--- src/rtl/fir_stream_driver.sv ---
// Collects SAMPLES_NUM samples into a packed batch, launches the filter, and streams results out MSB slot first.
// Start pulse 1 cycle after the last sample when the filter is idle; first result 1 cycle after firDoneIn.
// Upstream stalls outside COLLECT; EMIT holds its slot while resultReadyIn is low; a stuck filter trips the watchdog.
module fir_stream_driver #(
    parameter int SAMPLES_NUM    = 4,
    parameter int TIMEOUT_CYCLES = 1024
) (
    input  logic                      clkIn,
    input  logic                      nResetIn,
    input  logic                      sampleValidIn,
    input  logic [15:0]               sampleIn,
    output logic                      sampleReadyOut,
    output logic                      firStartOut,
    output logic [16*SAMPLES_NUM-1:0] firDataOut,
    input  logic                      firBusyIn,
    input  logic                      firDoneIn,
    input  logic [32*SAMPLES_NUM-1:0] firResultIn,
    output logic                      resultValidOut,
    output logic [31:0]               resultOut,
    input  logic                      resultReadyIn,
    output logic                      timeoutOut
);

    localparam int CNT_W = (SAMPLES_NUM > 1) ? $clog2(SAMPLES_NUM) : 1;
    localparam int WD_W  = $clog2(TIMEOUT_CYCLES + 1);
    localparam logic [CNT_W-1:0] CNT_LAST = CNT_W'(SAMPLES_NUM - 1);
    localparam logic [WD_W-1:0]  WD_LAST  = WD_W'(TIMEOUT_CYCLES - 1);

    typedef enum logic [1:0] {
        COLLECT   = 2'd0,
        START     = 2'd1,
        WAIT_DONE = 2'd2,
        EMIT      = 2'd3
    } state_t;

    state_t                    r_state;
    state_t                    w_state_nxt;
    logic                      r_ready_en;
    logic [CNT_W-1:0]          r_sample_cnt;
    logic [CNT_W-1:0]          r_emit_idx;
    logic [WD_W-1:0]           r_wd;
    logic [16*SAMPLES_NUM-1:0] r_data;
    logic [32*SAMPLES_NUM-1:0] r_result;
    logic                      r_timeout;

    logic                      w_accept;
    logic                      w_start;
    logic                      w_capture;
    logic                      w_expire;
    logic                      w_emit_xfer;
    logic [CNT_W-1:0]          w_slot;

    always_comb begin
        w_state_nxt = r_state;
        w_accept    = 1'b0;
        w_start     = 1'b0;
        w_capture   = 1'b0;
        w_expire    = 1'b0;
        w_emit_xfer = 1'b0;
        case (r_state)
            COLLECT: begin
                w_accept = sampleValidIn & r_ready_en;
                if (w_accept && r_sample_cnt == CNT_LAST)
                    w_state_nxt = START;
            end
            START: begin
                if (!firBusyIn && !firDoneIn) begin
                    w_start     = 1'b1;
                    w_state_nxt = WAIT_DONE;
                end
            end
            WAIT_DONE: begin
                // done beats a coincident watchdog expiry
                if (firDoneIn) begin
                    w_capture   = 1'b1;
                    w_state_nxt = EMIT;
                end else if (r_wd == WD_LAST) begin
                    w_expire    = 1'b1;
                    w_state_nxt = COLLECT;
                end
            end
            EMIT: begin
                if (resultReadyIn) begin
                    w_emit_xfer = 1'b1;
                    if (r_emit_idx == CNT_LAST)
                        w_state_nxt = COLLECT;
                end
            end
            default: w_state_nxt = COLLECT;
        endcase
    end

    always_ff @(posedge clkIn or negedge nResetIn) begin
        if (!nResetIn) begin
            r_state      <= COLLECT;
            r_ready_en   <= 1'b0;
            r_sample_cnt <= '0;
            r_emit_idx   <= '0;
            r_wd         <= '0;
            r_data       <= '0;
            r_result     <= '0;
            r_timeout    <= 1'b0;
        end else begin
            r_state    <= w_state_nxt;
            r_ready_en <= 1'b1;
            if (w_accept) begin
                r_data[16*r_sample_cnt +: 16] <= sampleIn;
                if (r_sample_cnt == CNT_LAST)
                    r_sample_cnt <= '0;
                else
                    r_sample_cnt <= r_sample_cnt + CNT_W'(1);
            end
            if (w_start)
                r_wd <= '0;
            else if (r_state == WAIT_DONE && !w_capture && !w_expire)
                r_wd <= r_wd + WD_W'(1);
            if (w_capture)
                r_result <= firResultIn;
            if (w_expire)
                r_timeout <= 1'b1;
            if (w_emit_xfer) begin
                if (r_emit_idx == CNT_LAST)
                    r_emit_idx <= '0;
                else
                    r_emit_idx <= r_emit_idx + CNT_W'(1);
            end
        end
    end

    // emit index 0 maps to the most significant result slot
    assign w_slot         = CNT_LAST - r_emit_idx;
    assign resultOut      = r_result[32*w_slot +: 32];
    assign sampleReadyOut = (r_state == COLLECT) & r_ready_en;
    assign firStartOut    = w_start;
    assign firDataOut     = r_data;
    assign resultValidOut = (r_state == EMIT);
    assign timeoutOut     = r_timeout;

endmodule

--- config.mk ---
export PLATFORM = sky130hd
export DESIGN_NAME = fir_stream_driver
export DESIGN_NICKNAME = d
export VERILOG_FILES = /design/src/rtl/fir_stream_driver.sv
export SDC_FILE = /design/constraint.sdc
export NUM_CORES = 1
export LEC_CHECK = 0
export ABC_AREA = 1
export BUFFER_PORTS_ARGS = -buffer_cell sky130_fd_sc_hd__buf_2
export CORE_ASPECT_RATIO = 0.8
export CORE_MARGIN = 3
export CORE_UTILIZATION = 28
export DETAILED_ROUTE_END_ITERATION = 10
export PLACE_DENSITY = 0.49
export SYNTH_ARGS = -nofsm -noshare
export SYNTH_HDL_FRONTEND = slang
export SYNTH_SLANG_ARGS = --single-unit
--- constraint.sdc ---
create_clock -name clkIn -period 3.94 [get_ports clkIn]
set_input_delay 0.197 -clock clkIn [delete_from_list [all_inputs] [get_ports clkIn]]
set_output_delay 0.197 -clock clkIn [all_outputs]
set_load 0.02 [all_outputs]
==> key figures <==
Power and ir drop
  – Psw: approximately 0.0045 W
  – Flop pwr share: 0.349
  – PwrDens: 784.4 mW/mm^2
  – Design Power: approximately 0.010 W
  – Clock power frac: 0.214
  – Sw frac: 0.4351
  – Leak pwr: around 7 nW
  – Power Internal: between 0.005 and 0.006 W
  – VDD IR-drop max: between 0.2 and 0.3 mV
  – Comb power frac: 0.437

Synthesis
  – #FFs+latches synth: ~210
  – Post-Synthesis Cells: around 1200
  – Post-synth cell types: 33
  – Syn_area_per_cell: 8.155 um^2
  – Seq/Total Area, Yosys: 0.5572
  – Mapped Area: 0.009477 mm^2
  – Post-Syn Nets: around 1300
  – Top FF cell, synth: dfrtp_1
  – Ys async rst share: 1.000
  – Yosys warning count: 0
  – Post-synth EDFFs: 0

Clock tree
  – Cts repair resizes: 0
  – Total CTS buffers: 25
  – Clock slew at reported path FFs: 0.05 ns
  – CTS tree: done
  – CTS root buffer: clkbuf_16
  – Worst-case clock buffer depth: 3
  – Clock sinks: between 200 and 250
  – H-tree levels: 1
  – Worst-skew pair later-pin latency: 0.52 ns

Run
  – Max-cap violations: 0

STA
  – RSZ-0062 raised after global routing: no
  – Final hold slack: 0.05218 ns
  – Min Tclk post-route: 2.702 ns
  – Slew margin rel.: 0.2837
  – Slew Viols, Final: 0
  – Fin. Hold Viols: 0
  – Slew of the pin with the lowest slew margin: ~1.1 ns
  – Setup Viol. Count Final: 0
  – Fmax: around 0.37 GHz
  – Setup slack after layout: between 1 and 1.5 ns
  – Final worst-path cycle share: 0.6859
  – Setup_tns: 0 ns
  – Layout Skew: around 0.011 ns

Place
  – Place WS: about 1.5 ns
  – Hpwl dp: 20390 um
  – Gpl congestion: approximately 0.78
  – Placed instance area: 0.01106 mm^2
  – Port bufs: 249

Finish
  – Layout area overhead: 40.14%
  – Share of cells above drive strength 1: 0.2053
  – Fin area: roughly 0.013 mm^2
  – # nets final: about 1700
  – Fillers: 3392

Route
  – Initial DRC count: 636
  – First-pass DRT Iterations: 5
  – Routed Wire Length: 32170 um
  – Remaining antenna violation count: 0
  – Via Count: between 9000 and 10000
  – DRC errors left: 0
  – Wirelength per Cell: around 16 um
  – Vias per cell: ~4.6

Global routing
  – GRT Util Overall: 0.1766
  – Vias in the first global route: around 9100
  – GRT Residual Overflow: 0
  – Largest net degree at the start of global routing: 111
  – Antenna violations before repair: 0
  – First-pass GRT wire length: between 50000 and 60000 um

Min path
  – HP Class: in2reg
  – Hold Crit Depth: 4

Setup path
  – CP Class: reg2out
  – Crit start category: register
  – Crit end category: output pin
  – WP data arrival: 2.51 ns
  – R2R depth: 7
  – Crit path required time: between 3 and 4 ns
  – CP max FO: 47

Floorplan
  – Die ar.: between 0.03 and 0.04 mm^2
  – DIE HEIGHT: 170.5 um
  – I/O pin total: 250
  – Initial Util: 0.2878
  – Site Rows: 59
  – Core footprint: ~0.033 mm^2
  – Die width: between 200 and 250 um

Run status
  – Status: completed
## metal layers
metal | vias to the layer above | routed length, um | global-route usage
met5 | - | 0 | 0
met4 | 0 | 869 | 0.04977
met3 | 51 | 1293 | 0.02951
met2 | 211 | 14790 | 0.2847
met1 | 4320 | 15220 | 0.2469
li1 | 4474 | - | -
## cell usage after synthesis (7+ instances only)
cell type	number	area share
nand2_1	482	0.19
dfrtp_1	211	0.56
o21ai_0	118	0.062
nor2_1	95	0.038
nand3_1	54	0.029
clkbuf_1	34	0.013
o22ai_1	32	0.021
buf_2	29	0.015
inv_1	27	0.011
nand4_1	21	0.014
a21oi_1	8	0.0042
ha_1	7	0.0092
## cell usage in the layout (no fill, tap or decap), types with 5 or more instances in the layout
| master | instances |
|---|---|
| nand2_1 | 482 |
| buf_2 | 248 |
| dfrtp_1 | 210 |
| dlygate4sd3_1 | 145 |
| o21ai_0 | 118 |
| nor2_1 | 95 |
| nand3_1 | 53 |
| o22ai_1 | 32 |
| inv_1 | 25 |
| clkbuf_16 | 25 |
| nand4_1 | 21 |
| buf_4 | 10 |
| a21oi_1 | 8 |
| clkbuf_1 | 8 |
| ha_1 | 7 |
| clkbuf_8 | 5 |
## path summary, 6_finish.rpt
| check | startpoint | endpoint | slack, ns |
|---|---|---|---|
| max in group asynchronous | nResetIn | r_result[44] | 2.48 |
| worst max register to register | r_sample_cnt[0] | firDataOut[43] | 1.50 |
| worst max-delay path | r_emit_idx[0] | resultOut[0] | 1.24 |
| worst min-delay path | firBusyIn | r_state[1] | 0.05 |
| min in group asynchronous | nResetIn | r_result[59] | 0.31 |
| worst min register to register | r_result[68] | r_result[68] | 0.47 |
## area by class of cell
cell class / count / area (um^2) / area share
Antenna cell: 1 / 2.502 / 0.0001884
Clock buffer: 38 / 724.4 / 0.05455
Clock inverter: 4 / 45.04 / 0.003392
Inverter: 31 / 121.4 / 0.009139
Multi-Input combinational cell: 850 / 3769 / 0.2838
Sequential cell: 211 / 5281 / 0.3977
Tap cell: 427 / 534.3 / 0.04023
Timing Repair Buffer: 405 / 2803 / 0.2110
## power by group through the flow
stage          logic (W)  registers, W  clock network, W
4_1_cts          0.00461       0.00363           0.00231
3_5_place_dp     0.00449       0.00365                 0
6_report         0.00456       0.00364           0.00223
2_1_floorplan    0.00264       0.00388                 0
5_1_grt          0.00510       0.00376           0.00240
3_3_place_gp     0.00446       0.00365                 0
## logic make-up after synthesis
group                    after synthesis  synth area share
AO/OA/AOI/OAI                        176            0.1019
XOR/XNOR                               1         0.0009244
flip-flops                           211            0.5572
other                                  1         0.0003957
adder cells (fa/ha/maj)                7          0.009242
AND/OR/NAND/NOR                      665            0.2839
buffers and inverters                101           0.04647
## repair_timing
item / CTS / global route
setup buffers: 0 / 0
endpoints found under the hold margin: 287 / 0
hold buffers: 145 / 0
endpoints found under the setup margin: 0 / 0
## through the flow
stage | utilization | instances
CTS | 0.4033 | 1966
finish | 0.4034 | 1967
global placement | 0.3358 | 1779
detailed placement | 0.3358 | 1779
global route | 0.4033 | 1966
floorplan | - | 1162
## worst max-delay path, cell delays in order, from the launching register on
cell     delay [ns]
dfrtp_2        0.40
inv_2          0.65
buf_4          0.39
o21ai_0        0.11
o22ai_1        0.20
buf_2          0.22
## flip-flops by register name, summed over array words and instances, names as in the netlist
| signal | cells |
|---|---|
| r_result | 128 |
| firDataOut | 64 |
| r_wd | 11 |
| r_emit_idx | 2 |
| r_sample_cnt | 2 |
| r_state | 2 |
| r_ready_en | 1 |
| timeoutOut | 1 |
Power figures use the tool's default switching activity.
